===== config.mk =====
export PLATFORM = sky130hd
export DESIGN_NAME = game_flow_controller
export DESIGN_NICKNAME = d
export VERILOG_FILES = /design/src/rtl/game_flow_controller_pkg.sv /design/src/rtl/game_flow_controller_bcd_counter4.sv /design/src/rtl/game_flow_controller.sv
export SDC_FILE = /design/constraint.sdc
export NUM_CORES = 1
export LEC_CHECK = 0
export CAP_MARGIN = 20
export CORE_MARGIN = 10
export CORE_UTILIZATION = 36
export CTS_CLUSTER_DIAMETER = 120
export DETAILED_ROUTE_END_ITERATION = 10
export PLACE_DENSITY = 0.56
export SLEW_MARGIN = 10
export SYNTH_ARGS = -nofsm -noshare
export SYNTH_HDL_FRONTEND = slang
export SYNTH_SLANG_ARGS = --single-unit

===== constraint.sdc =====
create_clock -name FrameClk -period 3.2 [get_ports FrameClk]
set_input_delay 0.48 -clock FrameClk [delete_from_list [all_inputs] [get_ports FrameClk]]
set_output_delay 0.48 -clock FrameClk [all_outputs]
set_load 0.02 [all_outputs]

===== src/rtl/game_flow_controller_pkg.sv =====
// Shared game-flow definitions: state encodings seen by the background and
// obstacle movers, BCD digit geometry and the default speed constants.
package game_flow_controller_pkg;

  typedef enum logic [1:0] {
    ST_IDLE = 2'b00,
    ST_RUN  = 2'b01,
    ST_DEAD = 2'b10
  } game_state_t;

  localparam int BCD_DIGIT_W = 4;
  localparam int BCD_DIGITS  = 4;
  localparam int BCD_W       = BCD_DIGIT_W * BCD_DIGITS;

  localparam int DEF_START_SPEED       = 4;
  localparam int DEF_MAX_SPEED         = 30;
  localparam int DEF_SPEED_STEP_FRAMES = 300;
  localparam int DEF_SCORE_DIV         = 6;
  localparam int DEF_DEAD_HOLD         = 60;

endpackage


===== src/rtl/game_flow_controller_bcd_counter4.sv =====
// Four-digit BCD incrementer with synchronous clear (wins over increment)
// and saturation at 9999.
module bcd_counter4
  import game_flow_controller_pkg::*;
(
  input  logic             FrameClk,
  input  logic             rst,
  input  logic             clr,
  input  logic             inc,
  output logic [BCD_W-1:0] value
);

  logic [BCD_W-1:0] value_d;
  logic [BCD_W-1:0] incr;
  logic             carry;

  always_comb begin
    incr  = value;
    carry = 1'b1;
    for (int i = 0; i < BCD_DIGITS; i++) begin
      if (carry) begin
        if (value[i*BCD_DIGIT_W +: BCD_DIGIT_W] == 4'd9) begin
          incr[i*BCD_DIGIT_W +: BCD_DIGIT_W] = '0;
        end else begin
          incr[i*BCD_DIGIT_W +: BCD_DIGIT_W] = value[i*BCD_DIGIT_W +: BCD_DIGIT_W] + 4'd1;
          carry = 1'b0;
        end
      end
    end
  end

  always_comb begin
    value_d = value;
    if (clr) begin
      value_d = '0;
    end else if (inc && value != 16'h9999) begin
      value_d = incr;
    end
  end

  always_ff @(posedge FrameClk or posedge rst) begin
    if (rst) value <= '0;
    else     value <= value_d;
  end

endmodule


===== src/rtl/game_flow_controller.sv =====
// Per-frame IDLE/RUN/DEAD controller: scroll speed ramp, BCD score, high
// score and the new-game pulse for the scrolling stage.
module game_flow_controller
  import game_flow_controller_pkg::*;
#(
  parameter int START_SPEED       = DEF_START_SPEED,
  parameter int MAX_SPEED         = DEF_MAX_SPEED,
  parameter int SPEED_STEP_FRAMES = DEF_SPEED_STEP_FRAMES,
  parameter int SCORE_DIV         = DEF_SCORE_DIV,
  parameter int DEAD_HOLD         = DEF_DEAD_HOLD
) (
  input  logic              FrameClk,
  input  logic              rst,
  input  logic              jumpBtn,
  input  logic              collision,
  output logic [1:0]        gameState,
  output logic [7:0]        scrollSpeed,
  output logic [BCD_W-1:0]  scoreBCD,
  output logic [BCD_W-1:0]  highScoreBCD,
  output logic              newGame
);

  localparam int SPD_CNT_W = $clog2(SPEED_STEP_FRAMES + 1);
  localparam int SCR_CNT_W = $clog2(SCORE_DIV + 1);
  localparam int HOLD_W    = $clog2(DEAD_HOLD + 2);

  localparam logic [SPD_CNT_W-1:0] SPD_LAST  = SPD_CNT_W'(SPEED_STEP_FRAMES - 1);
  localparam logic [SCR_CNT_W-1:0] SCR_LAST  = SCR_CNT_W'(SCORE_DIV - 1);
  localparam logic [HOLD_W-1:0]    HOLD_MAX  = HOLD_W'(DEAD_HOLD);
  localparam logic [7:0]           SPD_START = 8'(START_SPEED);
  localparam logic [7:0]           SPD_MAX   = 8'(MAX_SPEED);

  game_state_t          state_q, state_d;
  logic                 btn_prev_q;
  logic [7:0]           speed_q, speed_d;
  logic [SPD_CNT_W-1:0] spd_cnt_q, spd_cnt_d;
  logic [SCR_CNT_W-1:0] scr_cnt_q, scr_cnt_d;
  logic [HOLD_W-1:0]    hold_q, hold_d;
  logic [BCD_W-1:0]     high_q, high_d;
  logic                 new_game_q, new_game_d;
  logic                 press, start, score_clr, score_inc;

  assign press = jumpBtn & ~btn_prev_q;

  always_comb begin
    state_d    = state_q;
    speed_d    = speed_q;
    spd_cnt_d  = spd_cnt_q;
    scr_cnt_d  = scr_cnt_q;
    hold_d     = hold_q;
    high_d     = high_q;
    new_game_d = 1'b0;
    score_clr  = 1'b0;
    score_inc  = 1'b0;
    start      = 1'b0;

    case (state_q)
      ST_IDLE: begin
        speed_d = '0;
        start   = press;
      end
      ST_RUN: begin
        // Collision takes priority over any score/speed tick in the same frame.
        if (collision) begin
          state_d = ST_DEAD;
          speed_d = '0;
          hold_d  = '0;
          if (scoreBCD > high_q) high_d = scoreBCD;
        end else begin
          if (scr_cnt_q == SCR_LAST) begin
            scr_cnt_d = '0;
            score_inc = 1'b1;
          end else begin
            scr_cnt_d = scr_cnt_q + 1'b1;
          end
          if (spd_cnt_q == SPD_LAST) begin
            spd_cnt_d = '0;
            if (speed_q < SPD_MAX) speed_d = speed_q + 8'd1;
          end else begin
            spd_cnt_d = spd_cnt_q + 1'b1;
          end
        end
      end
      ST_DEAD: begin
        speed_d = '0;
        if (hold_q != HOLD_MAX) hold_d = hold_q + 1'b1;
        start = press && (hold_q == HOLD_MAX);
      end
      default: state_d = ST_IDLE;
    endcase

    if (start) begin
      state_d    = ST_RUN;
      new_game_d = 1'b1;
      score_clr  = 1'b1;
      speed_d    = SPD_START;
      spd_cnt_d  = '0;
      scr_cnt_d  = '0;
    end
  end

  always_ff @(posedge FrameClk or posedge rst) begin
    if (rst) begin
      state_q    <= ST_IDLE;
      btn_prev_q <= 1'b0;
      speed_q    <= '0;
      spd_cnt_q  <= '0;
      scr_cnt_q  <= '0;
      hold_q     <= '0;
      high_q     <= '0;
      new_game_q <= 1'b0;
    end else begin
      state_q    <= state_d;
      btn_prev_q <= jumpBtn;
      speed_q    <= speed_d;
      spd_cnt_q  <= spd_cnt_d;
      scr_cnt_q  <= scr_cnt_d;
      hold_q     <= hold_d;
      high_q     <= high_d;
      new_game_q <= new_game_d;
    end
  end

  bcd_counter4 u_score (
    .FrameClk (FrameClk),
    .rst      (rst),
    .clr      (score_clr),
    .inc      (score_inc),
    .value    (scoreBCD)
  );

  assign gameState    = state_q;
  assign scrollSpeed  = speed_q;
  assign highScoreBCD = high_q;
  assign newGame      = new_game_q;

endmodule


**After elaboration in Yosys (flattened, before gate mapping)**

Index checks and enable logic that the tools add are counted.

- Register bits: 62
- Bits in latches: 0
- Memory bits (writable): 0
- Bits in read-only memories: 0
- Input bits: 4
- Output and inout bits: 43
- Word-level logic and storage cells: 99
- Memories: 0

- $add $sub $neg: 8
- Multipliers: 0
- Div/mod/pow operators: 0
- $lt $le $gt $ge: 2
- Eq/ne operators: 18
- Shift-type cells: 0
- Mux-type cells: 38
- Bitwise logic cells: 2
- Reductions and logical operators: 19

Operator list:

| operator | number |
|---|---|
| $mux W9 | 4 |
| $mux W16 | 2 |
| $mux W8 | 4 |
| $mux W4 | 7 |
| $add A4 B1 Y4 const B | 4 |
| $eq A4 B4 Y1 const B | 4 |
| $gt A16 B16 Y1 | 1 |
| $ne A16 B16 Y1 const B | 1 |
| $pmux W8 S2 | 1 |
| $mux W3 | 4 |
| $mux W6 | 2 |
| $pmux W6 S2 | 1 |
| $reduce_bool A2 Y1 | 6 |
| $reduce_and A2 Y1 | 5 |
| $add A9 B1 Y9 const B | 1 |
| $eq A9 B9 Y1 const B | 1 |
| $mux W1 | 9 |
| $reduce_and A3 Y1 | 3 |
| $add A8 B1 Y8 const B | 1 |
| $lt A8 B5 Y1 const B | 1 |
| $ne A4 B4 Y1 const B | 2 |
| $add A6 B1 Y6 const B | 1 |
| $eq A6 B6 Y1 const B | 1 |
| $ne A6 B6 Y1 const B | 1 |
| 16 further kinds | 20 |

**Depth between registers and ports, before layout**

Gate-level depths: netlist of run 1.

- Depth after elaboration: 7
- Mapped depth: 8
- Gate-level depth less buffers: 7

**Modules after synthesis**

A second synthesis of run 1 with hierarchy kept.

- Cells, all modules: 364
- Area total of the unflattened synthesis: 3,582.2 µm²

By module, submodules not included:

| module | instances | cells an instance | area an instance (µm²) | sequential area each (µm²) |
|---|---|---|---|---|
| game_flow_controller | 1 | 253 | 2,583.7 | 1,151.1 |
| bcd_counter4 | 1 | 111 | 998.5 | 400.4 |

**Worst setup path after synthesis of run 1**

OpenSTA, ideal clock, no wires.

- Path kind: register -> register
- From: register u_score.value[14]
- To: register high_q[2], in the netlist highScoreBCD[2]
- Library setup time: 0.125 ns
- Data arrival time: 2.438 ns
- Required time: 3.075 ns
- Setup slack: 0.638 ns
- Stages on the path, launching flop included: 8
- Buffers on the path: 1
- Period minus slack after synthesis: 2.562 ns
- Path through: dfrtp_1 > ha_1 > nand4_1 > or4_1 > a21o_1 > a31oi_4 > buf_6 > mux2_2

- Longest elaborated chain between the ends: 2

RTL lines:

| item | line | source |
|---|---|---|
| start, declared | game_flow_controller_bcd_counter4.sv:10 | `output logic [BCD_W-1:0] value` |
| start signal, assigned | game_flow_controller_bcd_counter4.sv:43 | `else value <= value_d;` |
| $gt A16 B16 Y1 | game_flow_controller.sv:68 | `if (scoreBCD > high_q) high_d = scoreBCD;` |
| $reduce_and A3 Y1 (no line) | n/a |  |
| end signal, assigned | game_flow_controller.sv:119 | `high_q <= high_d;` |
| end, declared | game_flow_controller.sv:39 | `logic [BCD_W-1:0] high_q, high_d;` |

No other way between the ends.
A chain may end at the register's enable or synchronous reset.

**Worst setup path in the final report of run 1**

- From: register u_score.value[12]
- To: register high_q[12], in the netlist highScoreBCD[12]

- Longest elaborated chain between the ends: 2

RTL lines:

| item | line |
|---|---|
| $gt A16 B16 Y1 | game_flow_controller.sv:68 |
| $reduce_and A3 Y1 (no line) | n/a |

Several ways; a longest one is shown, not always the timed one.

==> results of run 1 <==
worst max-delay path, stage by stage, from the launching register on:
cell,delay [ns]
dfrtp_1,0.46
ha_1,0.32
nand4_1,0.17
or4_1,0.58
a21o_1,0.20
a31oi_4,0.28
buf_12,0.19
mux2_2,0.33
power groups by stage:
stage / sequential, mW / combinational [mW] / clock, mW
final: 0.785 / 0.0235 / 0.588
after global routing: 0.784 / 0.0272 / 0.653
after CTS: 0.784 / 0.0252 / 0.615
after detailed placement: 0.799 / 0.0250 / 0
after global placement: 0.799 / 0.0246 / 0
after floorplan: 0.799 / 0.0124 / 0
cell type report:
class	instances	area, um2	share of cell area, %
Clock inverter	1	5.00	0.118
Clock buffer	15	156	3.70
Tap cell	129	161	3.82
Inverter	34	128	3.02
Timing Repair Buffer	52	518	12.3
Multi-Input combinational cell	244	1700	40.3
Sequential cell	62	1550	36.7
logic make-up (layout without fill, tap and decap cells):
kind of cell	count (synthesis)	count (layout)
buf+inv	41	102
mux	18	18
flops	62	62
simple gates	115	115
xor+xnor	10	10
compound gates	73	73
fa+ha+maj	28	28
final timing paths:
path	end	slack, ns	depth (start not counted)
worst max-delay path	highScoreBCD[12]	0.55	7
worst min-delay path	spd_cnt_q[2]	0.51	1
worst max register to register	highScoreBCD[12]	0.55	7
worst min register to register	spd_cnt_q[2]	0.51	1
max in group asynchronous	u_score.value[2]	1.92	3
min in group asynchronous	scrollSpeed[0]	0.55	2
routing by layer:
| metal | GRT usage, % | routed length [um] |
|---|---|---|
| met1 | 13.8 | 3510 |
| met2 | 19.5 | 3870 |
| met3 | 4.22 | 334 |
| met4 | 3.17 | 91 |
| met5 | 0 | 0 |
cell usage in the layout (no fill, tap or decap), types with 3 or more instances in the layout:
master           count
a21o_1               3
a21oi_1             21
and2_1               5
and3_1               8
buf_4                5
clkbuf_1             5
clkbuf_8            10
clkdlybuf4s50_1     46
dfrtp_1             62
ha_1                28
inv_1               33
mux2_2              12
mux2i_1              5
nand2_1             24
nand3_1              7
nand3b_1             7
nand4_1              6
nor2_1              22
nor2b_1              5
nor3_1               5
o21ai_0             31
o31ai_1              4
or3_1                8
or4_1                4
xnor2_1              3
xor2_1               7
registers in the layout (all words and copies together), names as in the netlist:
register	flops
u_score.value	16
gameState	2
highScoreBCD	16
newGame	1
scr_cnt_q	3
hold_q	6
btn_prev_q	1
scrollSpeed	8
spd_cnt_q	9
through the flow:
stage / cell area (um2) / power, mW / setup slack (ns) / cells
after global placement: 4060 / 0.824 / 0.510 / 521
after detailed placement: 4060 / 0.824 / 0.480 / 521
after CTS: 4220 / 1.42 / 0.535 / 537
after floorplan: 3420 / 0.812 / 0.638 / 347
after global routing: 4220 / 1.46 / 0.439 / 537
final: 4220 / 1.40 / 0.551 / 537
==> flow_summary.ini, run 1 <==
[worst_setup_path]
cp-start-kind = register
r2r_start = u_score.value[12]
endpoint_kind = register
setup.worst_path.class = reg2reg
critPathMaxFanout = 12
worst-endpoint-arrival_ns = 2.87
required_ns = 3.42
worst_setup_path_startpoint = u_score.value[12]

[grt]
initial_antenna_violation_count = 0
grt-ovfl-total = 0
grt_usage_pct = 11.7
first_global_vias = 2804
grt_first_pass_wirelength_mm = 13.6
grt_max_degree = 32

[synth]
compound_gate_portion_of_the_synthesized_area_pct = 12.6
synth_top_cells_by_area = dfrtp_1 45%, ha_1 10%, o21ai_0 4.5%, mux2_2 3.9%, inv_1 3.7%
netlist.area_leader.share_pct = 45.3
synth_sequential_area_ratio_pct = 45.3
yosys.area_share.simple_pct = 18.6
synth_most_common_cell = dfrtp_1
async_reset_ff_share_pct = 100
synth_cells = 347
synth_top_family_by_area = simple AND/OR/NAND/NOR gates
muxShareOfSynthArea_pct = 5.74
syn-cell-area_um2 = 3420
syn-num-nets = 379
synth-edff-count = 0
post-synth-top-area-cell = dfrtp_1
yosys-top-cells-count = 62 x dfrtp_1, 34 x inv_1, 31 x o21ai_0
synthDistinctLibCells = 46
syn_avg_cell_area_um2 = 9.87
arithmetic_cell_share_of_the_synthesized_area_counting_full_adders_half_adders_and_majority_gates_pct = 10.2
synth_seq_cells = 62
ys.flop_type = dfrtp_1
post_synth_xor_xnor_area_pct = 2.56
yosys_warnings = 0

[timing]
timing.final.crit_share_pct = 82.8
setup_viol_count_final = 0
finClkSkew_ns = 0.00708
period_minus_slack_ns = 2.65
report.final.hold_viol_count = 0
timing.max_slew.rel_slack_pct = 57.2
worst_slew_pin_slew_ns = 0.641
fin_tns_setup_ns = 0
report.final.slew_viol_count = 0
fin_worst_hold_slack_ns = 0.514
maximum_clock_rate_mhz = 378
grt_setup_unrepaired = no

[power_and_ir_drop]
switching_power_mw = 0.304
pwr_density_nw_per_um2 = 331
power_switching_share_pct = 21.8
cellInternalPower_mw = 1.09
power.sequential.fraction_pct = 56.2
static-leakage-power_nw = 1.88
peakVddDrop_mv = 0.186
power.clock.fraction_pct = 42.1
power_frac_comb_pct = 1.7

[clock_network]
ctsHoldBuffers = 0
clock_network_latency_to_the_later_pin_of_the_worst_skew_pair_ns = 0.34
cts_repair_resize_count = 0
cts_tree = built
clock_sink_count = 62
cts.path.max_buffers = 2
post-cts-setup-buffers = 0
h-tree-depth = 3
total_cts_buffers = 9
cell_chosen_for_the_clock_root = clkbuf_8
worst_setup_hold_path_clk_slew_ns = 0.06

[cells_and_area]
finish.net_count = 435
antennaDiodeCount = 0
fillerInstances = 883
layout_area_growth_over_synthesis_pct = 23.3
utilization_pct = 45.7
drive_above_1_share_pct = 8.58

[route]
router_iterations_before_antenna_repair = 4
route.vias.total = 2672
vias_per_cell = 4.98
remaining_antenna_violation_count_after_routing = 0
detail_route.drc_violations = 0
wl_per_cell_um = 14.5
wl_mm = 7.81
drt-initial-drc-count = 85

[floorplan]
pin_count = 47
start_util_pct = 37.1
core.rowCount = 35
die-area_um2 = 13800
die_h_um = 118
fp.coreArea_um2 = 9240
die_w_um = 118

[place]
io_buffer_count = 46
gp_routability_congestion = 0.802
dp_hpwl_mm = 5.80

[status]
status = finished clean

[worst_hold_path]
hold_path_startpoint = spd_cnt_q[2]
hold_path.class = reg2reg

[flow_run]
cap_violations = 0
(Power assumes the default switching activity.)
==> run 2, diff against run 1 <==
Clock period 3.2 ns to 2.7 ns, I/O delays scaled along.
==> flow_summary.ini, run 2 (synthesis gave the netlist of run 1 again) <==
[status]
status = finished clean

[cells_and_area]
layout.cells.most_common_list = 62 x dfrtp_1, 46 x clkdlybuf4s50_1, 33 x inv_1
drive_above_1_share_pct = 11.7
finish.instance_area_um2 = 4360
mostFrequentLayoutCell = dfrtp_1
finish.net_count = 446
final_cell_count_without_fillers = 548
layout_area_growth_over_synthesis_pct = 27.3
antennaDiodeCount = 0

[place]
dp_hpwl_mm = 5.79
numPlacedInstances = 532
gp_routability_congestion = 0.794
place_worst_setup_slack_ns = 0.158
placed_area_um2 = 4150
io_buffer_count = 46

[worst_setup_path]
ff2ff_setup_slack_ns = 0.23
required_ns = 2.92
endpoint_kind = register
worst-endpoint-arrival_ns = 2.69
critPathMaxFanout = 16
setup.worst_path.class = reg2reg
cp-start-kind = register

[clock_network]
clock_sink_count = 62
cts_repair_resize_count = 0
cts_tree = built
worst_setup_hold_path_clk_slew_ns = 0.07
h-tree-depth = 3
post-cts-setup-buffers = 0
ctsHoldBuffers = 0
clock_network_latency_to_the_later_pin_of_the_worst_skew_pair_ns = 0.34
total_cts_buffers = 9
cts.path.max_buffers = 2
cell_chosen_for_the_clock_root = clkbuf_8

[timing]
report.final.hold_viol_count = 0
worst_slew_pin_slew_ns = 0.556
setup_ws_final_ns = 0.233
report.final.slew_viol_count = 0
period_minus_slack_ns = 2.47
timing.final.crit_share_pct = 91.4
fin_tns_setup_ns = 0
maximum_clock_rate_mhz = 405
setup_viol_count_final = 0
grt_setup_unrepaired = no
finClkSkew_ns = 0.0109
timing.max_slew.rel_slack_pct = 62.6

[grt]
grt_usage_pct = 11.5
first_global_vias = 2689
grt_max_degree = 27
grt-ovfl-total = 0
grt_first_pass_wirelength_mm = 13.3
initial_antenna_violation_count = 0

[worst_hold_path]
hold_path.class = in2async

[route]
drt-initial-drc-count = 94
detail_route.drc_violations = 0
remaining_antenna_violation_count_after_routing = 0
router_iterations_before_antenna_repair = 4
wl_mm = 7.85
wl_per_cell_um = 14.3
vias_per_cell = 4.87
route.vias.total = 2670

[floorplan]
fp.coreArea_um2 = 9240
die-area_um2 = 13800
pin_count = 47
start_util_pct = 37.1
core.rowCount = 35
die_w_um = 118
die_h_um = 118

[flow_run]
cap_violations = 0

[power_and_ir_drop]
static-leakage-power_nw = 1.97
design_power_total_mw = 1.86
pwr_density_nw_per_um2 = 427
peakVddDrop_mv = 0.245
[run 2: worst paths after layout]
path,from,end,cells after the start
max in group asynchronous,rst,u_score.value[15],3
max,highScoreBCD[7],highScoreBCD[12],8
min,rst,scrollSpeed[4],2
max reg2reg,highScoreBCD[7],highScoreBCD[12],8
min reg2reg,spd_cnt_q[0],spd_cnt_q[0],1
min in group FrameClk,spd_cnt_q[0],spd_cnt_q[0],1
[run 2: area by class of cell]
| cell class | count | area, um2 |
|---|---|---|
| clock buffer | 12 | 145 |
| clock inverter | 4 | 70.1 |
| fill | 883 | 4880 |
| inverter | 34 | 128 |
| multi-input combinational | 244 | 1700 |
| sequential | 62 | 1550 |
| tap | 129 | 161 |
| timing repair buffer | 63 | 601 |
[run 2: where the power goes]
part / total [mW] / internal (mW) / switching, mW / leakage, nW
sequential: 0.929 / 0.929 / 0.000170 / 0.824
combinational: 0.0277 / 0.00623 / 0.0214 / 1.03
clock: 0.903 / 0.543 / 0.360 / 0.110
total: 1.86 / 1.48 / 0.381 / 1.97
[run 2: routing by layer]
| metal | up-vias | track usage [%] | share of wire (%) |
|---|---|---|---|
| met5 | - | 0 | 0 |
| met4 | 0 | 4.17 | 1.6 |
| met3 | 14 | 3.60 | 4.0 |
| met2 | 36 | 19.3 | 48 |
| met1 | 1263 | 13.5 | 46 |
| li1 | 1357 | - | - |
[run 2: worst max-delay path, cell delays in order (launching register included)]
cell and delay, ns:
dfrtp_1 0.37, inv_1 0.05, ha_1 0.30, nand4_1 0.13
or4_1 0.57, a21o_1 0.20, a31oi_4 0.18, buf_12 0.18
mux2_2 0.34
[run 2: through the flow]
stage               utilization (%)  hold WS (ns)
floorplan                         -         0.436
global placement               44.9         0.506
detailed placement             44.9         0.510
CTS                            47.2         0.388
global route                   47.2         0.422
finish                         47.2         0.395
